**config.mk**
```make
export PLATFORM = sky130hd
export DESIGN_NAME = dmem_arbiter
export DESIGN_NICKNAME = d
export VERILOG_FILES = /design/src/rtl/mem_pkg.sv /design/src/rtl/rr_arbiter.sv /design/src/rtl/dmem_arbiter.sv
export SDC_FILE = /design/constraint.sdc
export NUM_CORES = 1
export LEC_CHECK = 0
export ABC_AREA = 0
export CAP_MARGIN = 0
export CORE_MARGIN = 3
export CORE_UTILIZATION = 35
export DETAILED_ROUTE_END_ITERATION = 10
export MAX_ROUTING_LAYER = met4
export PLACE_DENSITY = 0.78
export SYNTH_ARGS = -nofsm -noshare
export SYNTH_HDL_FRONTEND = slang
export SYNTH_SLANG_ARGS = --single-unit
```
**constraint.sdc**
```tcl
create_clock -name CLK -period 3.47 [get_ports CLK]
set_input_delay 0.694 -clock CLK [delete_from_list [all_inputs] [get_ports CLK]]
set_output_delay 0.694 -clock CLK [all_outputs]
set_load 0.1 [all_outputs]
```
**src/rtl/mem_pkg.sv**
```systemverilog
// rtl/mem_pkg.sv - memory-control codes shared with the cores and arbiter FSM encoding
package mem_pkg;

  localparam logic [3:0] MEMC_READ  = 4'h1;
  localparam logic [3:0] MEMC_WRITE = 4'h2;

  typedef enum logic [1:0] {
    IDLE  = 2'd0,
    ISSUE = 2'd1,
    WAIT  = 2'd2,
    ACK   = 2'd3
  } arb_state_t;

  function automatic logic is_mem_req(input logic [3:0] ctrl);
    return (ctrl == MEMC_READ) || (ctrl == MEMC_WRITE);
  endfunction

endpackage

```
**src/rtl/rr_arbiter.sv**
```systemverilog
// rtl/rr_arbiter.sv - combinational round-robin pick: first requester at or after ptr
module rr_arbiter #(
  parameter int N  = 4,
  parameter int PW = $clog2(N)
) (
  input  logic [N-1:0]  req,
  input  logic [PW-1:0] ptr,
  output logic [PW-1:0] gnt_idx,
  output logic          gnt_valid
);

  always_comb begin : p_scan
    logic [PW:0] pos;
    gnt_idx   = '0;
    gnt_valid = 1'b0;
    pos       = '0;
    // Scan from farthest to nearest so the requester closest to ptr is the last one written.
    for (int k = N - 1; k >= 0; k--) begin
      pos = {1'b0, ptr} + (PW + 1)'(k);
      if (pos >= (PW + 1)'(N)) begin
        pos = pos - (PW + 1)'(N);
      end
      if (req[pos[PW-1:0]]) begin
        gnt_idx   = pos[PW-1:0];
        gnt_valid = 1'b1;
      end
    end
  end

endmodule

```
**src/rtl/dmem_arbiter.sv**
```systemverilog
// rtl/dmem_arbiter.sv - round-robin arbiter sharing one synchronous data RAM among NCORES cores
module dmem_arbiter
  import mem_pkg::*;
#(
  parameter int NCORES  = 4,
  parameter int AW      = 8,
  parameter int DW      = 8,
  parameter int RAM_LAT = 1
) (
  input  logic                 CLK,
  input  logic                 RSTn,
  input  logic [4*NCORES-1:0]  mem_ctrl,
  input  logic [AW*NCORES-1:0] daddr,
  input  logic [DW*NCORES-1:0] ddout,
  output logic [NCORES-1:0]    acq,
  output logic [DW-1:0]        ddin,
  output logic [AW-1:0]        ram_addr,
  output logic [DW-1:0]        ram_wdata,
  output logic                 ram_we,
  output logic                 ram_re,
  input  logic [DW-1:0]        ram_rdata,
  output logic                 busy
);

  localparam int PW = $clog2(NCORES);

  arb_state_t        state, state_n;
  logic [NCORES-1:0] req;
  logic [PW-1:0]     ptr, grant, gnt_idx;
  logic              gnt_valid, op_wr;
  logic              take, capture, ack_set;
  logic [1:0]        wait_cnt;
  logic [3:0]        gnt_ctrl;

  always_comb begin
    req = '0;
    for (int i = 0; i < NCORES; i++) begin
      req[i] = is_mem_req(mem_ctrl[4*i +: 4]);
    end
  end

  rr_arbiter #(.N(NCORES), .PW(PW)) u_rr (
    .req       (req),
    .ptr       (ptr),
    .gnt_idx   (gnt_idx),
    .gnt_valid (gnt_valid)
  );

  assign gnt_ctrl = mem_ctrl[4*gnt_idx +: 4];

  always_ff @(posedge CLK or negedge RSTn) begin
    if (!RSTn) state <= IDLE;
    else       state <= state_n;
  end

  always_comb begin
    state_n = state;
    take    = 1'b0;
    capture = 1'b0;
    ack_set = 1'b0;
    case (state)
      IDLE: begin
        if (gnt_valid) begin
          take    = 1'b1;
          state_n = ISSUE;
        end
      end
      ISSUE: begin
        ack_set = op_wr;
        state_n = op_wr ? ACK : WAIT;
      end
      WAIT: begin
        if (wait_cnt == 2'(RAM_LAT - 1)) begin
          capture = 1'b1;
          ack_set = 1'b1;
          state_n = ACK;
        end
      end
      ACK:     state_n = IDLE;
      default: state_n = IDLE;
    endcase
  end

  // ram_addr/ram_wdata double as the address/data latches for the whole access.
  always_ff @(posedge CLK or negedge RSTn) begin
    if (!RSTn) begin
      ptr       <= '0;
      grant     <= '0;
      op_wr     <= 1'b0;
      wait_cnt  <= 2'd0;
      acq       <= '0;
      ddin      <= '0;
      ram_addr  <= '0;
      ram_wdata <= '0;
      ram_we    <= 1'b0;
      ram_re    <= 1'b0;
    end else begin
      ram_we   <= take && (gnt_ctrl == MEMC_WRITE);
      ram_re   <= take && (gnt_ctrl == MEMC_READ);
      acq      <= ack_set ? (NCORES'(1) << grant) : '0;
      wait_cnt <= (state == WAIT) ? wait_cnt + 2'd1 : 2'd0;
      if (take) begin
        grant     <= gnt_idx;
        op_wr     <= (gnt_ctrl == MEMC_WRITE);
        ram_addr  <= daddr[AW*gnt_idx +: AW];
        ram_wdata <= ddout[DW*gnt_idx +: DW];
      end
      if (capture) ddin <= ram_rdata;
      if (state == ACK) ptr <= (grant == PW'(NCORES - 1)) ? '0 : grant + 1'b1;
    end
  end

  assign busy = (state != IDLE);

endmodule
```
==> flow_metrics.tcl <==
set metrics [dict create \
    status "finished clean" \
    worstPathRequired_ps 3640 \
    synth_top_cell_by_area "dfrtp_1" \
    placed_area_um2 3690 \
    wl_mm 6.90 \
    cap_violations 0 \
    synth_top_area_share_pct 40.9 \
    cp_max_fo 16 \
    dieWidth_um 88.6 \
    mostFrequentLayoutCell "clkdlybuf4s50_1" \
    fillers 591 \
    grt_max_degree 40 \
    synth_area_leaders "dfrtp_1 41%, mux2i_1 6.7%, a21boi_0 5.3%" \
    nets 453 \
    dieArea_um2 7840 \
    leakagePower_nw 1.62 \
    synth_edf_count 0 \
    worstSetupStartpoint "mem_ctrl[8]" \
    clkLatencyLatePin_ps 280 \
    num_rows 29 \
    r2r_start "ptr[1]$_DFFE_PN0N_" \
    whs_ps 427 \
    grt_pass1_wl_mm 11.1 \
    rrSetupSlack_ps 1520 \
    hold_viol 0 \
    crit_type "primary input to flop" \
    setup.worst_path.start_class "primary input" \
    postSynthAreaPerCell_um2 10.2 \
    slew_headroom_pct 32.5 \
    finalCriticalPeriod_ps 2690 \
    htreeDepth 2 \
    synth_seq_cells 39 \
    io_pins 121 \
    maxSlewViolCount 0 \
    synth_ff_type "dfrtp_1" \
    ys_seq_area_share_pct 40.9 \
    cts.sinks 39 \
    postCtsHoldBufs 0 \
    grt_antenna_before_repair 0 \
    cts_resized 0 \
    cts_tree "done" \
    fmax_ghz 0.372 \
    async_flop_share_pct 100 \
    die_h_um 88.6 \
    end_kind "flop" \
    port_buffers 120 \
    dp_hpwl_mm 5.43 \
    first_iter_violations 58 \
    core_area_um2 6490 \
    syn_inst 233 \
    start_util_pct 36.7 \
    n_antenna_cell 0 \
    viasPerCell 5.22 \
    cts_setup_buffers 0 \
    setup_viol 0 \
    layout-drive-gt1-share_pct 13.0 \
    place.gp.congestion 0.767 \
    min_from "wait_cnt[0]$_DFF_PN0_" \
    grt_pass1_vias 2410 \
    p_per_area_nw_per_um2 867 \
    synth_area_um2 2390 \
    finClkSkew_ps 4.00 \
    synth_warnings 0 \
    tightest_slew_ps 1010 \
    stdcell_area_um2 3820 \
    grt.total_usage_pct 18.9 \
    path_clk_slew_ps 80 \
    fin_util_pct 58.8 \
    cts_buffers 5 \
    layout.cells.most_common_list "116 x clkdlybuf4s50_1, 39 x dfrtp_1, 24 x nand2_1, 17 x a21boi_0" \
    synth_fp_nets 332 \
    dr.pass1.iters 4 \
    vdd_drop_max_uv 480 \
    ys_types 39 \
    grt_setup_unrepaired "false" \
    period_share_pct 77.4 \
    hp-class "flop to flop" \
    post_drt_wl_per_cell_um 16.0 \
    grt_overflow 0 \
    num_vias 2254 \
    drc 0 \
    crit_arrival_ps 2850 \
    postRouteAntennaNets 0 \
    finalSetupTns_ps 0 \
    clk_path_buf_depth 2 \
    cts-root-buf "clkbuf_8" \
    area_growth_pct 60.1 \
]
-- synth_stat cells (3+ instances only) --
cell,n
a21boi_0,17
buf_2,3
mux2_2,10
o211ai_2,10
inv_1,9
ha_1,9
o211ai_1,8
o21ai_0,5
and2_1,6
nand2_1,24
o21ai_1,15
a21oi_1,4
and3_1,16
mux2i_1,16
clkbuf_1,9
dfrtp_1,39
nand3_1,3
xnor2_1,4
-- flip-flops by register name (all words and copies together) (netlist names) --
name and flops:
op_wr 1, ptr 2, grant 2, acq 4
ram_wdata 8, ram_we 1, ram_re 1, state 2
ddin 8, wait_cnt 2, ram_addr 8
-- cells by family after synthesis --
logic type / count (synthesis) / share of synthesized area [%]
fa+ha+maj: 9 / 4.72
mux: 26 / 11.4
compound gates: 67 / 22.1
buf+inv: 22 / 3.93
xor+xnor: 5 / 1.84
simple gates: 65 / 15.1
flops: 39 / 40.9
-- worst max-delay path, cell delays in order --
cell             delay [ps]
clkdlybuf4s50_1         450
xnor2_1                 150
nor3_2                  380
o221a_4                 290
and2_1                  310
buf_12                  220
mux2i_1                 260
o211ai_2                 90
-- layer usage --
layer	share of wire [%]	vias to the layer above	global-route usage (%)
met2	55	79	34.6
met3	5.1	6	4.00
li1	-	1080	-
met5	0	-	-
met1	39	1089	20.6
met4	0.85	0	4.95
-- report_power, final --
| group | internal, W | switching, W |
|---|---|---|
| clock network | 0.000287 | 0.000158 |
| registers | 0.000643 | 0.000115 |
| logic | 0.000610 | 0.00150 |
-- through the flow --
step | total power, W | instances | setup WS (ps)
6_report | 0.00331 | 432 | 785
5_1_grt | 0.00348 | 432 | 628
4_1_cts | 0.00335 | 432 | 811
3_5_place_dp | 0.00289 | 424 | 505
3_3_place_gp | 0.00284 | 424 | 599
2_1_floorplan | 0.00231 | 233 | 1290
-- final cells by class --
class	count	area, um^2	area share, %
multi-input cells	172	1330	34.8
repair buffers	127	1250	32.8
inverters	9	33.8	0.884
well taps	77	96.3	2.52
flip-flops and latches	39	976	25.5
clock inverters	2	60.1	1.57
clock buffers	6	72.6	1.90
-- path summary, 6_finish.rpt --
check                                           end  depth (start not counted)
setup / recovery           ram_wdata[1]$_DFFE_PN0P_                          8
hold / removal                wait_cnt[0]$_DFF_PN0_                          1
setup reg to reg           ram_wdata[1]$_DFFE_PN0P_                          7
hold reg to reg               wait_cnt[0]$_DFF_PN0_                          1
max in group asynchronous   ram_addr[0]$_DFFE_PN0P_                          1
min in group asynchronous     wait_cnt[1]$_DFF_PN0_                          1
No activity file was read; power rests on OpenSTA's default activity.
